<file path="config.mk">
export PLATFORM = sky130hd
export DESIGN_NAME = tl_arbiter_2to1_flat
export DESIGN_NICKNAME = d
export VERILOG_FILES = /design/src/rtl/tl_arbiter_2to1_if.sv /design/src/rtl/tl_arbiter_2to1.sv /design/src/flat_wrapper.sv
export SDC_FILE = /design/constraint.sdc
export NUM_CORES = 1
export LEC_CHECK = 0
export BUFFER_PORTS_ARGS = -buffer_cell sky130_fd_sc_hd__buf_2
export CORE_AREA = 2 2 231 233
export CTS_CLUSTER_DIAMETER = 30
export DETAILED_ROUTE_END_ITERATION = 6
export DIE_AREA = 0 0 233 235
export GPL_TIMING_DRIVEN = 0
export PLACE_DENSITY = 0.4
export SLEW_MARGIN = 10
export SYNTH_ARGS = -nofsm -noshare
export SYNTH_HDL_FRONTEND = slang
export SYNTH_SLANG_ARGS = --single-unit
</file>
<file path="constraint.sdc">
create_clock -name clock -period 7.1 [get_ports clock]
set_input_delay 0.71 -clock clock [delete_from_list [all_inputs] [get_ports clock]]
set_output_delay 0.71 -clock clock [all_outputs]
set_load 0.1 [all_outputs]
</file>
<file path="src/rtl/tl_arbiter_2to1_if.sv">
// tl_arbiter_2to1_if: one TileLink-UL A/D port; source width is set per instance
interface tl_arbiter_2to1_if #(
   parameter int ADDR_W = 31,
   parameter int DATA_W = 64,
   parameter int SRC_W  = 3
);
   logic                a_ready;
   logic                a_valid;
   logic [2:0]          a_opcode;
   logic [2:0]          a_param;
   logic [2:0]          a_size;
   logic [SRC_W-1:0]    a_source;
   logic [ADDR_W-1:0]   a_address;
   logic [DATA_W/8-1:0] a_mask;
   logic [DATA_W-1:0]   a_data;
   logic                a_corrupt;
   logic                d_ready;
   logic                d_valid;
   logic [2:0]          d_opcode;
   logic [1:0]          d_param;
   logic [2:0]          d_size;
   logic [SRC_W-1:0]    d_source;
   logic                d_sink;
   logic                d_denied;
   logic [DATA_W-1:0]   d_data;
   logic                d_corrupt;
   modport master (
      input  a_ready,
      output a_valid, a_opcode, a_param, a_size, a_source, a_address, a_mask, a_data, a_corrupt,
      output d_ready,
      input  d_valid, d_opcode, d_param, d_size, d_source, d_sink, d_denied, d_data, d_corrupt
   );
   modport slave (
      output a_ready,
      input  a_valid, a_opcode, a_param, a_size, a_source, a_address, a_mask, a_data, a_corrupt,
      input  d_ready,
      output d_valid, d_opcode, d_param, d_size, d_source, d_sink, d_denied, d_data, d_corrupt
   );
endinterface

</file>
<file path="src/rtl/tl_arbiter_2to1.sv">
// tl_arbiter_2to1: two-client TL-UL arbiter, round-robin with burst lock; TL_ARBITER_FIXED_PRIO_EN makes client 0 win ties
module tl_arbiter_2to1 #(
   parameter int ADDR_W = 31,
   parameter int DATA_W = 64,
   parameter int SRC_W  = 3
) (
   input logic               clock,
   input logic               reset,
   tl_arbiter_2to1_if.slave  in0,
   tl_arbiter_2to1_if.slave  in1,
   tl_arbiter_2to1_if.master out
);
   typedef enum logic [1:0] {IDLE, HOLD, BURST} state_e;
   typedef struct packed {
      logic [2:0]          opcode;
      logic [2:0]          param;
      logic [2:0]          size;
      logic [SRC_W-1:0]    source;
      logic [ADDR_W-1:0]   address;
      logic [DATA_W/8-1:0] mask;
      logic [DATA_W-1:0]   data;
      logic                corrupt;
   } a_t;
   state_e     state_q, state_d;
   logic       owner_q, owner_d, rr_last_q, rr_last_d;
   logic [4:0] beats_left_q, beats_left_d, beats;
   logic       tie_pick, grant, busy, fire, sel;
   a_t         a0, a1, a_sel;
`ifdef TL_ARBITER_FIXED_PRIO_EN
   assign tie_pick = 1'b0;
`else
   assign tie_pick = ~rr_last_q;
`endif
   assign a0 = {in0.a_opcode, in0.a_param, in0.a_size, in0.a_source, in0.a_address, in0.a_mask, in0.a_data, in0.a_corrupt};
   assign a1 = {in1.a_opcode, in1.a_param, in1.a_size, in1.a_source, in1.a_address, in1.a_mask, in1.a_data, in1.a_corrupt};
   assign grant = (state_q != IDLE) ? owner_q : (in0.a_valid && in1.a_valid) ? tie_pick : in1.a_valid;
   assign a_sel = grant ? a1 : a0;
   assign busy  = (state_q != IDLE) || in0.a_valid || in1.a_valid;
   assign out.a_valid   = grant ? in1.a_valid : in0.a_valid;
   assign out.a_opcode  = a_sel.opcode;
   assign out.a_param   = a_sel.param;
   assign out.a_size    = a_sel.size;
   assign out.a_source  = {grant, a_sel.source};
   assign out.a_address = a_sel.address;
   assign out.a_mask    = a_sel.mask;
   assign out.a_data    = a_sel.data;
   assign out.a_corrupt = a_sel.corrupt;
   assign in0.a_ready   = !grant && busy && out.a_ready;
   assign in1.a_ready   = grant && busy && out.a_ready;
   assign fire  = out.a_valid && out.a_ready;
   // only PutFull/PutPartial carry multiple data beats
   assign beats = (a_sel.opcode[2:1] == 2'b00 && a_sel.size > 3'd3) ? 5'd1 << (a_sel.size - 3'd3) : 5'd1;
   always_comb begin
      state_d      = state_q;
      owner_d      = owner_q;
      rr_last_d    = rr_last_q;
      beats_left_d = beats_left_q;
      if (state_q == BURST) begin
         if (fire) begin
            beats_left_d = beats_left_q - 5'd1;
            if (beats_left_q == 5'd1) begin
               state_d   = IDLE;
               rr_last_d = owner_q;
            end
         end
      end else if (fire && beats != 5'd1) begin
         state_d      = BURST;
         beats_left_d = beats - 5'd1;
         owner_d      = grant;
      end else if (fire) begin
         state_d   = IDLE;
         rr_last_d = grant;
      end else if (out.a_valid) begin
         state_d = HOLD;
         owner_d = grant;
      end
   end
   always_ff @(posedge clock or negedge reset) begin
      if (!reset) begin
         state_q      <= IDLE;
         owner_q      <= 1'b0;
         rr_last_q    <= 1'b1;
         beats_left_q <= 5'd0;
      end else begin
         state_q      <= state_d;
         owner_q      <= owner_d;
         rr_last_q    <= rr_last_d;
         beats_left_q <= beats_left_d;
      end
   end
   // D responses route on the client-index bit added to the source on A
   assign sel = out.d_source[SRC_W];
   assign out.d_ready   = sel ? in1.d_ready : in0.d_ready;
   assign in0.d_valid   = out.d_valid && !sel;
   assign in1.d_valid   = out.d_valid && sel;
   assign in0.d_opcode  = out.d_opcode;
   assign in1.d_opcode  = out.d_opcode;
   assign in0.d_param   = out.d_param;
   assign in1.d_param   = out.d_param;
   assign in0.d_size    = out.d_size;
   assign in1.d_size    = out.d_size;
   assign in0.d_source  = out.d_source[SRC_W-1:0];
   assign in1.d_source  = out.d_source[SRC_W-1:0];
   assign in0.d_sink    = out.d_sink;
   assign in1.d_sink    = out.d_sink;
   assign in0.d_denied  = out.d_denied;
   assign in1.d_denied  = out.d_denied;
   assign in0.d_data    = out.d_data;
   assign in1.d_data    = out.d_data;
   assign in0.d_corrupt = out.d_corrupt;
   assign in1.d_corrupt = out.d_corrupt;
endmodule

</file>
<file path="src/flat_wrapper.sv">
// flat-port wrapper written by rule: the top's interface ports become plain ports
module tl_arbiter_2to1_flat 
#(
   parameter int ADDR_W = 31,
   parameter int DATA_W = 64,
   parameter int SRC_W  = 3
)
  (clock, reset, in0_a_ready, in0_a_valid, in0_a_opcode, in0_a_param, in0_a_size, in0_a_source, in0_a_address, in0_a_mask, in0_a_data, in0_a_corrupt, in0_d_ready, in0_d_valid, in0_d_opcode, in0_d_param, in0_d_size, in0_d_source, in0_d_sink, in0_d_denied, in0_d_data, in0_d_corrupt, in1_a_ready, in1_a_valid, in1_a_opcode, in1_a_param, in1_a_size, in1_a_source, in1_a_address, in1_a_mask, in1_a_data, in1_a_corrupt, in1_d_ready, in1_d_valid, in1_d_opcode, in1_d_param, in1_d_size, in1_d_source, in1_d_sink, in1_d_denied, in1_d_data, in1_d_corrupt, out_a_ready, out_a_valid, out_a_opcode, out_a_param, out_a_size, out_a_source, out_a_address, out_a_mask, out_a_data, out_a_corrupt, out_d_ready, out_d_valid, out_d_opcode, out_d_param, out_d_size, out_d_source, out_d_sink, out_d_denied, out_d_data, out_d_corrupt);
  tl_arbiter_2to1_if #(.ADDR_W(ADDR_W), .DATA_W(DATA_W), .SRC_W(SRC_W)) in0_i ();
  tl_arbiter_2to1_if #(.ADDR_W(ADDR_W), .DATA_W(DATA_W), .SRC_W(SRC_W)) in1_i ();
  tl_arbiter_2to1_if #(.ADDR_W(ADDR_W), .DATA_W(DATA_W), .SRC_W(SRC_W)) out_i ();
  input logic clock;
  input logic reset;
  output wire logic [$bits(in0_i.a_ready)-1:0] in0_a_ready;
  input wire logic [$bits(in0_i.a_valid)-1:0] in0_a_valid;
  input wire logic [$bits(in0_i.a_opcode)-1:0] in0_a_opcode;
  input wire logic [$bits(in0_i.a_param)-1:0] in0_a_param;
  input wire logic [$bits(in0_i.a_size)-1:0] in0_a_size;
  input wire logic [$bits(in0_i.a_source)-1:0] in0_a_source;
  input wire logic [$bits(in0_i.a_address)-1:0] in0_a_address;
  input wire logic [$bits(in0_i.a_mask)-1:0] in0_a_mask;
  input wire logic [$bits(in0_i.a_data)-1:0] in0_a_data;
  input wire logic [$bits(in0_i.a_corrupt)-1:0] in0_a_corrupt;
  input wire logic [$bits(in0_i.d_ready)-1:0] in0_d_ready;
  output wire logic [$bits(in0_i.d_valid)-1:0] in0_d_valid;
  output wire logic [$bits(in0_i.d_opcode)-1:0] in0_d_opcode;
  output wire logic [$bits(in0_i.d_param)-1:0] in0_d_param;
  output wire logic [$bits(in0_i.d_size)-1:0] in0_d_size;
  output wire logic [$bits(in0_i.d_source)-1:0] in0_d_source;
  output wire logic [$bits(in0_i.d_sink)-1:0] in0_d_sink;
  output wire logic [$bits(in0_i.d_denied)-1:0] in0_d_denied;
  output wire logic [$bits(in0_i.d_data)-1:0] in0_d_data;
  output wire logic [$bits(in0_i.d_corrupt)-1:0] in0_d_corrupt;
  output wire logic [$bits(in1_i.a_ready)-1:0] in1_a_ready;
  input wire logic [$bits(in1_i.a_valid)-1:0] in1_a_valid;
  input wire logic [$bits(in1_i.a_opcode)-1:0] in1_a_opcode;
  input wire logic [$bits(in1_i.a_param)-1:0] in1_a_param;
  input wire logic [$bits(in1_i.a_size)-1:0] in1_a_size;
  input wire logic [$bits(in1_i.a_source)-1:0] in1_a_source;
  input wire logic [$bits(in1_i.a_address)-1:0] in1_a_address;
  input wire logic [$bits(in1_i.a_mask)-1:0] in1_a_mask;
  input wire logic [$bits(in1_i.a_data)-1:0] in1_a_data;
  input wire logic [$bits(in1_i.a_corrupt)-1:0] in1_a_corrupt;
  input wire logic [$bits(in1_i.d_ready)-1:0] in1_d_ready;
  output wire logic [$bits(in1_i.d_valid)-1:0] in1_d_valid;
  output wire logic [$bits(in1_i.d_opcode)-1:0] in1_d_opcode;
  output wire logic [$bits(in1_i.d_param)-1:0] in1_d_param;
  output wire logic [$bits(in1_i.d_size)-1:0] in1_d_size;
  output wire logic [$bits(in1_i.d_source)-1:0] in1_d_source;
  output wire logic [$bits(in1_i.d_sink)-1:0] in1_d_sink;
  output wire logic [$bits(in1_i.d_denied)-1:0] in1_d_denied;
  output wire logic [$bits(in1_i.d_data)-1:0] in1_d_data;
  output wire logic [$bits(in1_i.d_corrupt)-1:0] in1_d_corrupt;
  input wire logic [$bits(out_i.a_ready)-1:0] out_a_ready;
  output wire logic [$bits(out_i.a_valid)-1:0] out_a_valid;
  output wire logic [$bits(out_i.a_opcode)-1:0] out_a_opcode;
  output wire logic [$bits(out_i.a_param)-1:0] out_a_param;
  output wire logic [$bits(out_i.a_size)-1:0] out_a_size;
  output wire logic [$bits(out_i.a_source)-1:0] out_a_source;
  output wire logic [$bits(out_i.a_address)-1:0] out_a_address;
  output wire logic [$bits(out_i.a_mask)-1:0] out_a_mask;
  output wire logic [$bits(out_i.a_data)-1:0] out_a_data;
  output wire logic [$bits(out_i.a_corrupt)-1:0] out_a_corrupt;
  output wire logic [$bits(out_i.d_ready)-1:0] out_d_ready;
  input wire logic [$bits(out_i.d_valid)-1:0] out_d_valid;
  input wire logic [$bits(out_i.d_opcode)-1:0] out_d_opcode;
  input wire logic [$bits(out_i.d_param)-1:0] out_d_param;
  input wire logic [$bits(out_i.d_size)-1:0] out_d_size;
  input wire logic [$bits(out_i.d_source)-1:0] out_d_source;
  input wire logic [$bits(out_i.d_sink)-1:0] out_d_sink;
  input wire logic [$bits(out_i.d_denied)-1:0] out_d_denied;
  input wire logic [$bits(out_i.d_data)-1:0] out_d_data;
  input wire logic [$bits(out_i.d_corrupt)-1:0] out_d_corrupt;
  assign in0_a_ready = in0_i.a_ready;
  assign in0_i.a_valid = in0_a_valid;
  assign in0_i.a_opcode = in0_a_opcode;
  assign in0_i.a_param = in0_a_param;
  assign in0_i.a_size = in0_a_size;
  assign in0_i.a_source = in0_a_source;
  assign in0_i.a_address = in0_a_address;
  assign in0_i.a_mask = in0_a_mask;
  assign in0_i.a_data = in0_a_data;
  assign in0_i.a_corrupt = in0_a_corrupt;
  assign in0_i.d_ready = in0_d_ready;
  assign in0_d_valid = in0_i.d_valid;
  assign in0_d_opcode = in0_i.d_opcode;
  assign in0_d_param = in0_i.d_param;
  assign in0_d_size = in0_i.d_size;
  assign in0_d_source = in0_i.d_source;
  assign in0_d_sink = in0_i.d_sink;
  assign in0_d_denied = in0_i.d_denied;
  assign in0_d_data = in0_i.d_data;
  assign in0_d_corrupt = in0_i.d_corrupt;
  assign in1_a_ready = in1_i.a_ready;
  assign in1_i.a_valid = in1_a_valid;
  assign in1_i.a_opcode = in1_a_opcode;
  assign in1_i.a_param = in1_a_param;
  assign in1_i.a_size = in1_a_size;
  assign in1_i.a_source = in1_a_source;
  assign in1_i.a_address = in1_a_address;
  assign in1_i.a_mask = in1_a_mask;
  assign in1_i.a_data = in1_a_data;
  assign in1_i.a_corrupt = in1_a_corrupt;
  assign in1_i.d_ready = in1_d_ready;
  assign in1_d_valid = in1_i.d_valid;
  assign in1_d_opcode = in1_i.d_opcode;
  assign in1_d_param = in1_i.d_param;
  assign in1_d_size = in1_i.d_size;
  assign in1_d_source = in1_i.d_source;
  assign in1_d_sink = in1_i.d_sink;
  assign in1_d_denied = in1_i.d_denied;
  assign in1_d_data = in1_i.d_data;
  assign in1_d_corrupt = in1_i.d_corrupt;
  assign out_i.a_ready = out_a_ready;
  assign out_a_valid = out_i.a_valid;
  assign out_a_opcode = out_i.a_opcode;
  assign out_a_param = out_i.a_param;
  assign out_a_size = out_i.a_size;
  assign out_a_source = out_i.a_source;
  assign out_a_address = out_i.a_address;
  assign out_a_mask = out_i.a_mask;
  assign out_a_data = out_i.a_data;
  assign out_a_corrupt = out_i.a_corrupt;
  assign out_d_ready = out_i.d_ready;
  assign out_i.d_valid = out_d_valid;
  assign out_i.d_opcode = out_d_opcode;
  assign out_i.d_param = out_d_param;
  assign out_i.d_size = out_d_size;
  assign out_i.d_source = out_d_source;
  assign out_i.d_sink = out_d_sink;
  assign out_i.d_denied = out_d_denied;
  assign out_i.d_data = out_d_data;
  assign out_i.d_corrupt = out_d_corrupt;
  tl_arbiter_2to1 #(.ADDR_W(ADDR_W), .DATA_W(DATA_W), .SRC_W(SRC_W)) u_core (.clock(clock), .reset(reset), .in0(in0_i), .in1(in1_i), .out(out_i));
endmodule
</file>
==> results of run 1 <==
Yosys cell counts, drive strengths merged, types with 2 or more instances:
cell	count
a211oi	2
a21oi	8
a2bb2oi	2
and2	2
buf	174
dfrtp	8
ha	4
inv	6
mux2	117
mux2i	8
nand2	5
nand2b	3
nand3	5
nor2	15
nor2b	2
nor3	5
nor3b	2
o211ai	8
o21ai	7
or3b	2
or4	2
logic make-up (layout without fill, tap and decap cells):
logic type / Yosys count / in the layout
other cells: 1 / 2
buf+inv: 180 / 696
simple gates: 48 / 48
fa+ha+maj: 4 / 4
flops: 9 / 9
compound gates: 35 / 35
mux: 125 / 125
sequential cells by signal (all words and copies together) (netlist names):
register / cells
u_core.beats_left_q: 5
u_core.state_q: 2
u_core.owner_q: 1
u_core.rr_last_q: 1
stage by stage:
stage / util / cell area, sq um / hold WS, ps
5_1_grt: 0.1347 / 7038 / 357.1
6_report: 0.1347 / 7038 / 339.0
3_5_place_dp: 0.1332 / 6959 / 528.5
2_1_floorplan: - / 3536 / 414.4
3_3_place_gp: 0.1332 / 6959 / 547.3
4_1_cts: 0.1347 / 7038 / 355.7
worst reg2reg max path, cell delays in order, from the launching register on:
cell and delay [ps]:
dfrtp_1 460, nor2_4 210, mux2i_4 390, mux2_1 380
or3_1 420, ha_1 300, or4_1 540, a21oi_1 170
nor3_1 80, a2bb2oi_2 130
final timing paths:
kind,to,depth (start not counted)
max in group asynchronous,u_core.rr_last_q$_DFFE_PN1P_,1
worst min register to register,u_core.rr_last_q$_DFFE_PN1P_,2
worst max register to register,u_core.beats_left_q[2]$_DFFE_PN0P_,9
worst min-delay path,u_core.owner_q$_DFFE_PN0P_,1
worst max-delay path,out_a_data[23],6
min in group clock,u_core.rr_last_q$_DFFE_PN1P_,2
metal layers:
layer | wire [microns] | vias up | part of all wire
met1 | 8941 | 2108 | 0.39
li1 | - | 2274 | -
met5 | 0 | - | 0
met2 | 11950 | 252 | 0.53
met4 | 452 | 0 | 0.020
met3 | 1343 | 14 | 0.059
cell type report:
type                            count  area (sq um)
Clock buffer                        4         78.83
Inverter                            6         22.52
Buffer                            174          1294
Timing Repair Buffer              512          2562
Fill cell                        6066         45200
Sequential cell                     9         226.5
Multi-Input combinational cell    214          1993
Tap cell                          688         860.8
==> impl_results.html, run 1 <==
<table>
<tr><th>Metric</th><th>Value</th></tr>
<tr><th colspan="2">Global routing</th></tr>
<tr><td>Overall track demand over capacity in global routing</td><td>0.07430</td></tr>
<tr><td>Remaining Overflow, GRT</td><td>0</td></tr>
<tr><td>Number of antenna violations at the first check in global routing</td><td>0</td></tr>
<tr><td>Vias in the first global route</td><td>4586</td></tr>
<tr><td>First-pass GRT wire length</td><td>30000 microns</td></tr>
<tr><td>GRT met2 Usage</td><td>0.1447</td></tr>
<tr><td>GR Util met1</td><td>0.08618</td></tr>
<tr><td>Largest net degree at the start of global routing</td><td>11</td></tr>
<tr><td>Most Crowded Layer GR</td><td>met2</td></tr>
<tr><td>Global Route met3 Usage</td><td>0.006189</td></tr>
<tr><th colspan="2">Logic synthesis</th></tr>
<tr><td>Most used flip-flop cell after synthesis</td><td>dfrtp_1</td></tr>
<tr><td>Count of flip-flops with a built-in enable after synthesis</td><td>0</td></tr>
<tr><td>Avg Inst Size Synth</td><td>8.786 sq um</td></tr>
<tr><td>Largest cells by area after synthesis</td><td>buf_4 36%, mux2_1 32%, dfrtp_1 5.7%</td></tr>
<tr><td>Share of synthesized cell area in full adder, half adder and majority cells</td><td>0.01417</td></tr>
<tr><td>Share of the synthesized netlist area taken by xor and xnor gates</td><td>0</td></tr>
<tr><td>Synth Warn #</td><td>0</td></tr>
<tr><td>Dominant combinational cell family by area after synthesis</td><td>multiplexers</td></tr>
<tr><td>Mux share of post-synthesis cell area</td><td>0.4049</td></tr>
<tr><td>Cells after synthesis</td><td>402</td></tr>
<tr><td>Flop and latch count out of synthesis</td><td>9</td></tr>
<tr><td>Post-synth top area cell</td><td>buf_4</td></tr>
<tr><td>Synth Area in Compound Gates</td><td>0.06730</td></tr>
<tr><td>Post-synth design cell area</td><td>3532 sq um</td></tr>
<tr><td>Area share of and/or/nand/nor cells after synthesis</td><td>0.07581</td></tr>
<tr><td>Top-area cell type share of the netlist area</td><td>0.3592</td></tr>
<tr><td>Fraction of synthesis flops using an asynchronous set or reset pin</td><td>1.000</td></tr>
<tr><td>Number of different library cells in the post-synthesis netlist</td><td>47</td></tr>
<tr><td>Share of the yosys chip area belonging to registers</td><td>0.06412</td></tr>
<tr><th colspan="2">STA</th></tr>
<tr><td>Slew HR</td><td>0.5594</td></tr>
<tr><td>Transition time of the tightest slew-check pin</td><td>665.5 ps</td></tr>
<tr><td>Final-report hold violation count</td><td>0</td></tr>
<tr><td>Maximum clock skew at final layout</td><td>1.026 ps</td></tr>
<tr><td>Setup repair after global routing missed its margin</td><td>false</td></tr>
<tr><td>Number of failing setup endpoints in the final timing report</td><td>0</td></tr>
<tr><td>Setup TNS after final layout</td><td>0 ps</td></tr>
<tr><td>Minimum period implied by the final worst setup slack</td><td>3556 ps</td></tr>
<tr><td>Max Fclk</td><td>281.3 MHz</td></tr>
<tr><td>Final Max Slew Viols</td><td>0</td></tr>
<tr><td>Ratio of final minimum period to clock period</td><td>0.5008</td></tr>
<tr><td>Final setup slack of the worst path</td><td>3544 ps</td></tr>
<tr><th colspan="2">Placed design</th></tr>
<tr><td>Final RePlAce weighted congestion</td><td>0.7868</td></tr>
<tr><td>Setup WS pre-CTS</td><td>3425 ps</td></tr>
<tr><td>Buffers added on ports</td><td>512</td></tr>
<tr><td>Placed wire-length estimate</td><td>21260 microns</td></tr>
<tr><td>Dpl cells</td><td>1603</td></tr>
<tr><th colspan="2">Clock network</th></tr>
<tr><td>Clk pin slew, worst setup/hold paths</td><td>40 ps</td></tr>
<tr><td>H-Tree Level Count</td><td>1</td></tr>
<tr><td>Clock tree from TritonCTS</td><td>built</td></tr>
<tr><td>Cts bufs inserted</td><td>3</td></tr>
<tr><td>Maximum count of clock buffers along a single path</td><td>2</td></tr>
<tr><td>Number of buffers added to fix hold violations after cts</td><td>0</td></tr>
<tr><td>Clk root buf</td><td>clkbuf_16</td></tr>
<tr><td>Clk sinks</td><td>9</td></tr>
<tr><td>Latest clock arrival within the worst-skew pair</td><td>240 ps</td></tr>
<tr><td>Post-CTS setup-driven buffer insertion count</td><td>0</td></tr>
<tr><td>Cells resized by post-CTS repair</td><td>0</td></tr>
<tr><th colspan="2">Final layout</th></tr>
<tr><td>Layout cell share with drive strength beyond 1</td><td>0.7791</td></tr>
<tr><td>Final non-filler cell total</td><td>1607</td></tr>
<tr><td>Area overhead of the layout relative to synthesis</td><td>99.26%</td></tr>
<tr><td>Leading cell type in the layout, fill and taps excluded</td><td>buf_2</td></tr>
<tr><td>Antenna fix cells</td><td>0</td></tr>
<tr><td>Commonest cells after routing, fill and taps aside</td><td>517 x buf_2, 169 x buf_4, 99 x mux2_1, 17 x mux2_2, 13 x nor2_1</td></tr>
<tr><td>NumNets Final</td><td>1242</td></tr>
<tr><th colspan="2">Setup path</th></tr>
<tr><td>Max stage delay cell, worst path</td><td>dfrtp_1</td></tr>
<tr><td>Reg2Reg Setup Slack</td><td>3950 ps</td></tr>
<tr><td>Worst path cell trace</td><td>nor2_4, mux2i_4, buf_2, buf_4, mux2_1, buf_2</td></tr>
<tr><td>Startpoint of the worst register-to-register path</td><td>u_core.state_q[1]$_DFFE_PN0P_</td></tr>
<tr><td>Startpoint kind of the worst setup timing path</td><td>flop</td></tr>
<tr><td>Required time worst endpoint</td><td>6390 ps</td></tr>
<tr><td>Most repeated library cell on the critical path</td><td>buf_2</td></tr>
<tr><td>Type of destination of the critical path</td><td>output pin</td></tr>
<tr><td>Cell family with most CP delay</td><td>buffers and inverters</td></tr>
<tr><td>Arrival time reported for the critical path endpoint</td><td>2850 ps</td></tr>
<tr><td>Type of the setup path with the least slack</td><td>reg -&gt; out</td></tr>
<tr><td>Worst path bufs/invs</td><td>3</td></tr>
<tr><td>Worst setup path startpoint</td><td>u_core.state_q[1]$_DFFE_PN0P_</td></tr>
<tr><td>Slowest stage delay, CP</td><td>460 ps</td></tr>
<tr><td>Biggest fanout along the worst timing path</td><td>10</td></tr>
<tr><th colspan="2">Die</th></tr>
<tr><td>IO Count</td><td>596</td></tr>
<tr><td>Overall die width</td><td>233 microns</td></tr>
<tr><td>Row Count</td><td>84</td></tr>
<tr><td>Die outline height</td><td>235 microns</td></tr>
<tr><td>Core region area</td><td>52240 sq um</td></tr>
<tr><td>Effective utilization at floorplan</td><td>0.06762</td></tr>
<tr><td>Floorplan die area</td><td>54760 sq um</td></tr>
<tr><th colspan="2">Route</th></tr>
<tr><td>Detailed Route WL</td><td>22690 microns</td></tr>
<tr><td>Remaining antenna violation count after routing</td><td>0</td></tr>
<tr><td>Initial DRC Count</td><td>110</td></tr>
<tr><td>Number of iterations in the first detailed-routing pass</td><td>4</td></tr>
<tr><td>Average routed wire per standard cell</td><td>14.12 microns</td></tr>
<tr><td>Routed vias</td><td>4648</td></tr>
<tr><td>Via count normalized by instance count</td><td>2.892</td></tr>
<tr><td>DRC errors left</td><td>0</td></tr>
<tr><th colspan="2">Job</th></tr>
<tr><td>Number of maximum-capacitance violations</td><td>0</td></tr>
<tr><th colspan="2">Run status</th></tr>
<tr><td>Outcome</td><td>complete, no violations</td></tr>
<tr><th colspan="2">Min path</th></tr>
<tr><td>Type of the worst min-delay path</td><td>in -&gt; async</td></tr>
</table>
Power of run 1 is not shown: default switching activity piles up to over one toggle a cycle in this logic, so the estimate is an artifact.
==> run 2: changes to the inputs <==
--- a/config.mk
+++ b/config.mk
@@ -5,11 +5,12 @@
 export SDC_FILE = /design/constraint.sdc
 export NUM_CORES = 1
 export LEC_CHECK = 0
+export ABC_AREA = 1
 export BUFFER_PORTS_ARGS = -buffer_cell sky130_fd_sc_hd__buf_2
-export CORE_AREA = 2 2 231 233
+export CORE_AREA = 2 2 235 237
 export CTS_CLUSTER_DIAMETER = 30
 export DETAILED_ROUTE_END_ITERATION = 6
-export DIE_AREA = 0 0 233 235
+export DIE_AREA = 0 0 237 239
 export GPL_TIMING_DRIVEN = 0
 export PLACE_DENSITY = 0.4
 export SLEW_MARGIN = 10
==> constraint.sdc (replaced) <==
create_clock -name clock -period 2.9 [get_ports clock]
set_input_delay 0.29 -clock clock [delete_from_list [all_inputs] [get_ports clock]]
set_output_delay 0.29 -clock clock [all_outputs]
set_load 0.1 [all_outputs]
==> run 2 against run 1 <==
Net effect: synthesized area is 2.6% lower; hold slack worse by 14 ps; register-to-register slack worse by 3400 ps.
==> impl_results.html, run 2 <==
<table>
<tr><th>Metric</th><th>Value</th></tr>
<tr><th colspan="2">Clock network</th></tr>
<tr><td>Maximum count of clock buffers along a single path</td><td>2</td></tr>
<tr><td>Clock tree from TritonCTS</td><td>built</td></tr>
<tr><td>Cts bufs inserted</td><td>3</td></tr>
<tr><td>Clk sinks</td><td>9</td></tr>
<tr><td>Clk root buf</td><td>clkbuf_16</td></tr>
<tr><td>Latest clock arrival within the worst-skew pair</td><td>230 ps</td></tr>
<tr><td>Clk pin slew, worst setup/hold paths</td><td>40 ps</td></tr>
<tr><td>H-Tree Level Count</td><td>1</td></tr>
<tr><th colspan="2">Logic synthesis</th></tr>
<tr><td>Cells after synthesis</td><td>651</td></tr>
<tr><td>Synth Warn #</td><td>0</td></tr>
<tr><td>Flop and latch count out of synthesis</td><td>9</td></tr>
<tr><td>Post-synth top area cell</td><td>nand2_1</td></tr>
<tr><td>Dominant combinational cell family by area after synthesis</td><td>simple AND/OR/NAND/NOR gates</td></tr>
<tr><td>Area share of and/or/nand/nor cells after synthesis</td><td>0.4873</td></tr>
<tr><td>Library cell with the highest instance count after synthesis</td><td>nand2_1</td></tr>
<tr><td>Count of flip-flops with a built-in enable after synthesis</td><td>0</td></tr>
<tr><td>Avg Inst Size Synth</td><td>5.285 sq um</td></tr>
<tr><td>Share of synthesized cell area in full adder, half adder and majority cells</td><td>0.01455</td></tr>
<tr><td>Share of the yosys chip area belonging to registers</td><td>0.06582</td></tr>
<tr><td>Top-area cell type share of the netlist area</td><td>0.4047</td></tr>
<tr><td>Fraction of synthesis flops using an asynchronous set or reset pin</td><td>1.000</td></tr>
<tr><td>Number of different library cells in the post-synthesis netlist</td><td>29</td></tr>
<tr><td>Synth Area in Compound Gates</td><td>0.02655</td></tr>
<tr><td>Mux share of post-synthesis cell area</td><td>0</td></tr>
<tr><td>Cell types with the highest counts after synthesis</td><td>371 x nand2_1, 159 x buf_4, 17 x inv_1, 16 x nand3_1, 14 x nor2_1</td></tr>
<tr><td>Share of the synthesized netlist area taken by xor and xnor gates</td><td>0.002545</td></tr>
<tr><td>Post-synth design cell area</td><td>3441 sq um</td></tr>
<tr><td>Most used flip-flop cell after synthesis</td><td>dfrtp_1</td></tr>
<tr><td>Largest cells by area after synthesis</td><td>nand2_1 40%, buf_4 35%, dfrtp_1 5.8%</td></tr>
<tr><th colspan="2">Final layout</th></tr>
<tr><td>NumNets Final</td><td>1494</td></tr>
<tr><td>Register bank with the most flops</td><td>u_core.beats_left_q</td></tr>
<tr><td>Final non-filler cell total</td><td>1879</td></tr>
<tr><td>Layout cell share with drive strength beyond 1</td><td>0.6132</td></tr>
<tr><td>Commonest cells after routing, fill and taps aside</td><td>449 x buf_2, 371 x nand2_1, 214 x buf_4, 17 x inv_1</td></tr>
<tr><td>Fillers</td><td>6379</td></tr>
<tr><td>Post-layout instance area</td><td>7236 sq um</td></tr>
<tr><td>Sequential cell area</td><td>226.5 sq um</td></tr>
<tr><td>Leading cell type in the layout, fill and taps excluded</td><td>buf_2</td></tr>
<tr><td>Area occupied by multi-input gates</td><td>1839 sq um</td></tr>
<tr><td>Area overhead of the layout relative to synthesis</td><td>110.3%</td></tr>
<tr><td>Top flop regs</td><td>u_core.beats_left_q x5, u_core.state_q x2</td></tr>
<tr><td>Max FFs per register</td><td>5</td></tr>
<tr><th colspan="2">STA</th></tr>
<tr><td>Minimum period implied by the final worst setup slack</td><td>2743 ps</td></tr>
<tr><td>Post-route worst hold slack</td><td>325.3 ps</td></tr>
<tr><td>Slew HR</td><td>0.6608</td></tr>
<tr><td>Transition time of the tightest slew-check pin</td><td>512.3 ps</td></tr>
<tr><td>Max Fclk</td><td>364.6 MHz</td></tr>
<tr><td>Maximum clock skew at final layout</td><td>0.3650 ps</td></tr>
<tr><td>Final setup slack of the worst path</td><td>157.0 ps</td></tr>
<tr><td>Final-report hold violation count</td><td>0</td></tr>
<tr><td>Final Max Slew Viols</td><td>0</td></tr>
<tr><td>Setup repair after global routing missed its margin</td><td>false</td></tr>
<tr><td>Ratio of final minimum period to clock period</td><td>0.9459</td></tr>
<tr><td>Number of failing setup endpoints in the final timing report</td><td>0</td></tr>
<tr><th colspan="2">Placed design</th></tr>
<tr><td>Area of placed instances</td><td>6893 sq um</td></tr>
<tr><td>Final RePlAce weighted congestion</td><td>0.8903</td></tr>
<tr><td>Dpl cells</td><td>1868</td></tr>
<tr><td>Placed wire-length estimate</td><td>24520 microns</td></tr>
<tr><td>Buffers added on ports</td><td>512</td></tr>
<tr><td>Setup WS pre-CTS</td><td>-338.6 ps</td></tr>
<tr><th colspan="2">Route</th></tr>
<tr><td>Initial DRC Count</td><td>152</td></tr>
<tr><td>Detailed Route WL</td><td>26920 microns</td></tr>
<tr><td>Routed vias</td><td>5631</td></tr>
<tr><td>Number of iterations in the first detailed-routing pass</td><td>4</td></tr>
<tr><td>Average routed wire per standard cell</td><td>14.33 microns</td></tr>
<tr><td>Via count normalized by instance count</td><td>2.997</td></tr>
<tr><td>Remaining antenna violation count after routing</td><td>0</td></tr>
<tr><td>DRC errors left</td><td>0</td></tr>
<tr><th colspan="2">Die</th></tr>
<tr><td>Overall die width</td><td>237 microns</td></tr>
<tr><td>Effective utilization at floorplan</td><td>0.06332</td></tr>
<tr><td>Row Count</td><td>86</td></tr>
<tr><td>Core region area</td><td>54340 sq um</td></tr>
<tr><td>Die outline height</td><td>239 microns</td></tr>
<tr><td>Floorplan die area</td><td>56640 sq um</td></tr>
<tr><td>IO Count</td><td>596</td></tr>
<tr><th colspan="2">Global routing</th></tr>
<tr><td>Number of antenna violations at the first check in global routing</td><td>3</td></tr>
<tr><td>First-pass GRT wire length</td><td>34850 microns</td></tr>
<tr><td>Overall track demand over capacity in global routing</td><td>0.08678</td></tr>
<tr><td>Largest net degree at the start of global routing</td><td>11</td></tr>
<tr><td>Vias in the first global route</td><td>5330</td></tr>
<tr><td>Remaining Overflow, GRT</td><td>0</td></tr>
<tr><th colspan="2">Setup path</th></tr>
<tr><td>Startpoint kind of the worst setup timing path</td><td>flop</td></tr>
<tr><td>Required time worst endpoint</td><td>2610 ps</td></tr>
<tr><td>Arrival time reported for the critical path endpoint</td><td>2450 ps</td></tr>
<tr><td>Reg2Reg Setup Slack</td><td>580 ps</td></tr>
<tr><td>Type of the setup path with the least slack</td><td>reg -&gt; out</td></tr>
<tr><td>Worst path cell trace</td><td>nand2_1, nand3_4, nand2_4, buf_6, inv_2, buf_6, buf_2, nand2_1, nand2_1, buf_4</td></tr>
<tr><td>Max stage delay cell, worst path</td><td>dfstp_2</td></tr>
<tr><td>Type of destination of the critical path</td><td>output pin</td></tr>
<tr><td>Most repeated library cell on the critical path</td><td>nand2_1</td></tr>
<tr><td>Worst path bufs/invs</td><td>5</td></tr>
<tr><td>Slowest stage delay, CP</td><td>530 ps</td></tr>
<tr><td>Cell family with most CP delay</td><td>buffers and inverters</td></tr>
<tr><td>Biggest fanout along the worst timing path</td><td>11</td></tr>
<tr><th colspan="2">Job</th></tr>
<tr><td>Number of maximum-capacitance violations</td><td>0</td></tr>
<tr><th colspan="2">Min path</th></tr>
<tr><td>Type of the worst min-delay path</td><td>in -&gt; reg</td></tr>
<tr><th colspan="2">Run status</th></tr>
<tr><td>Outcome</td><td>complete, no violations</td></tr>
</table>
-- run 2: what timing repair did --
action / 4_1_cts / 5_1_grt
hold buffers: 1 / 0
setup buffers: 0 / 2
setup endpoints to repair: 86 / 71
endpoints found under the hold margin: 8 / 0
gates resized for setup: 66 / 34
-- run 2: final timing paths --
| kind | start | end | cells past startpoint |
|---|---|---|---|
| max in group asynchronous | reset | u_core.rr_last_q$_DFFE_PN1P_ | 2 |
| worst max register to register | u_core.state_q[1]$_DFFE_PN0P_ | u_core.beats_left_q[2]$_DFFE_PN0P_ | 16 |
| worst min register to register | u_core.rr_last_q$_DFFE_PN1P_ | u_core.rr_last_q$_DFFE_PN1P_ | 2 |
| worst min-delay path | out_a_ready | u_core.state_q[0]$_DFFE_PN0P_ | 2 |
| worst max-delay path | u_core.rr_last_q$_DFFE_PN1P_ | out_a_mask[7] | 10 |
| min in group asynchronous | reset | u_core.beats_left_q[3]$_DFFE_PN0P_ | 2 |
-- run 2: final cells by class --
type	count	area share
Buffer	184	0.1857
Multi-Input combinational cell	439	0.2542
Tap cell	704	0.1217
Inverter	20	0.01038
Antenna cell	4	0.001383
Sequential cell	9	0.03130
Clock buffer	4	0.01089
Timing Repair Buffer	515	0.3844
-- run 2: worst register-to-register path: cells and delay by family (launching register included) --
kind / cells / cell delay (ps)
buffers and inverters: 2 / 220
DFF: 1 / 440
and+or+nand+nor: 13 / 1300
adders and majority gates: 1 / 240
-- run 2: per-stage QoR --
stage | utilization | setup TNS, ps
6_report | 0.1332 | 0
4_1_cts | 0.1314 | 0
5_1_grt | 0.1331 | 0
3_5_place_dp | 0.1268 | -7302
2_1_floorplan | - | 0
3_3_place_gp | 0.1268 | -6413
-- run 2: kinds of logic after synthesis --
| kind of cell | after synthesis |
|---|---|
| AOI/OAI and AO/OA | 15 |
| xor gates and xnor gates | 1 |
| adders and majority gates | 4 |
| buffers and inverters | 204 |
| DFF | 9 |
| other | 1 |
| and+or+nand+nor | 417 |
-- run 2: per-layer routing --
metal,GRT usage,up-vias,share of wire
met2,0.1735,375,0.54
met4,0.04124,0,0.047
met5,0,-,0
met1,0.08300,2376,0.33
li1,-,2838,-
met3,0.01963,42,0.089
Power of run 2 is left out for the same reason.
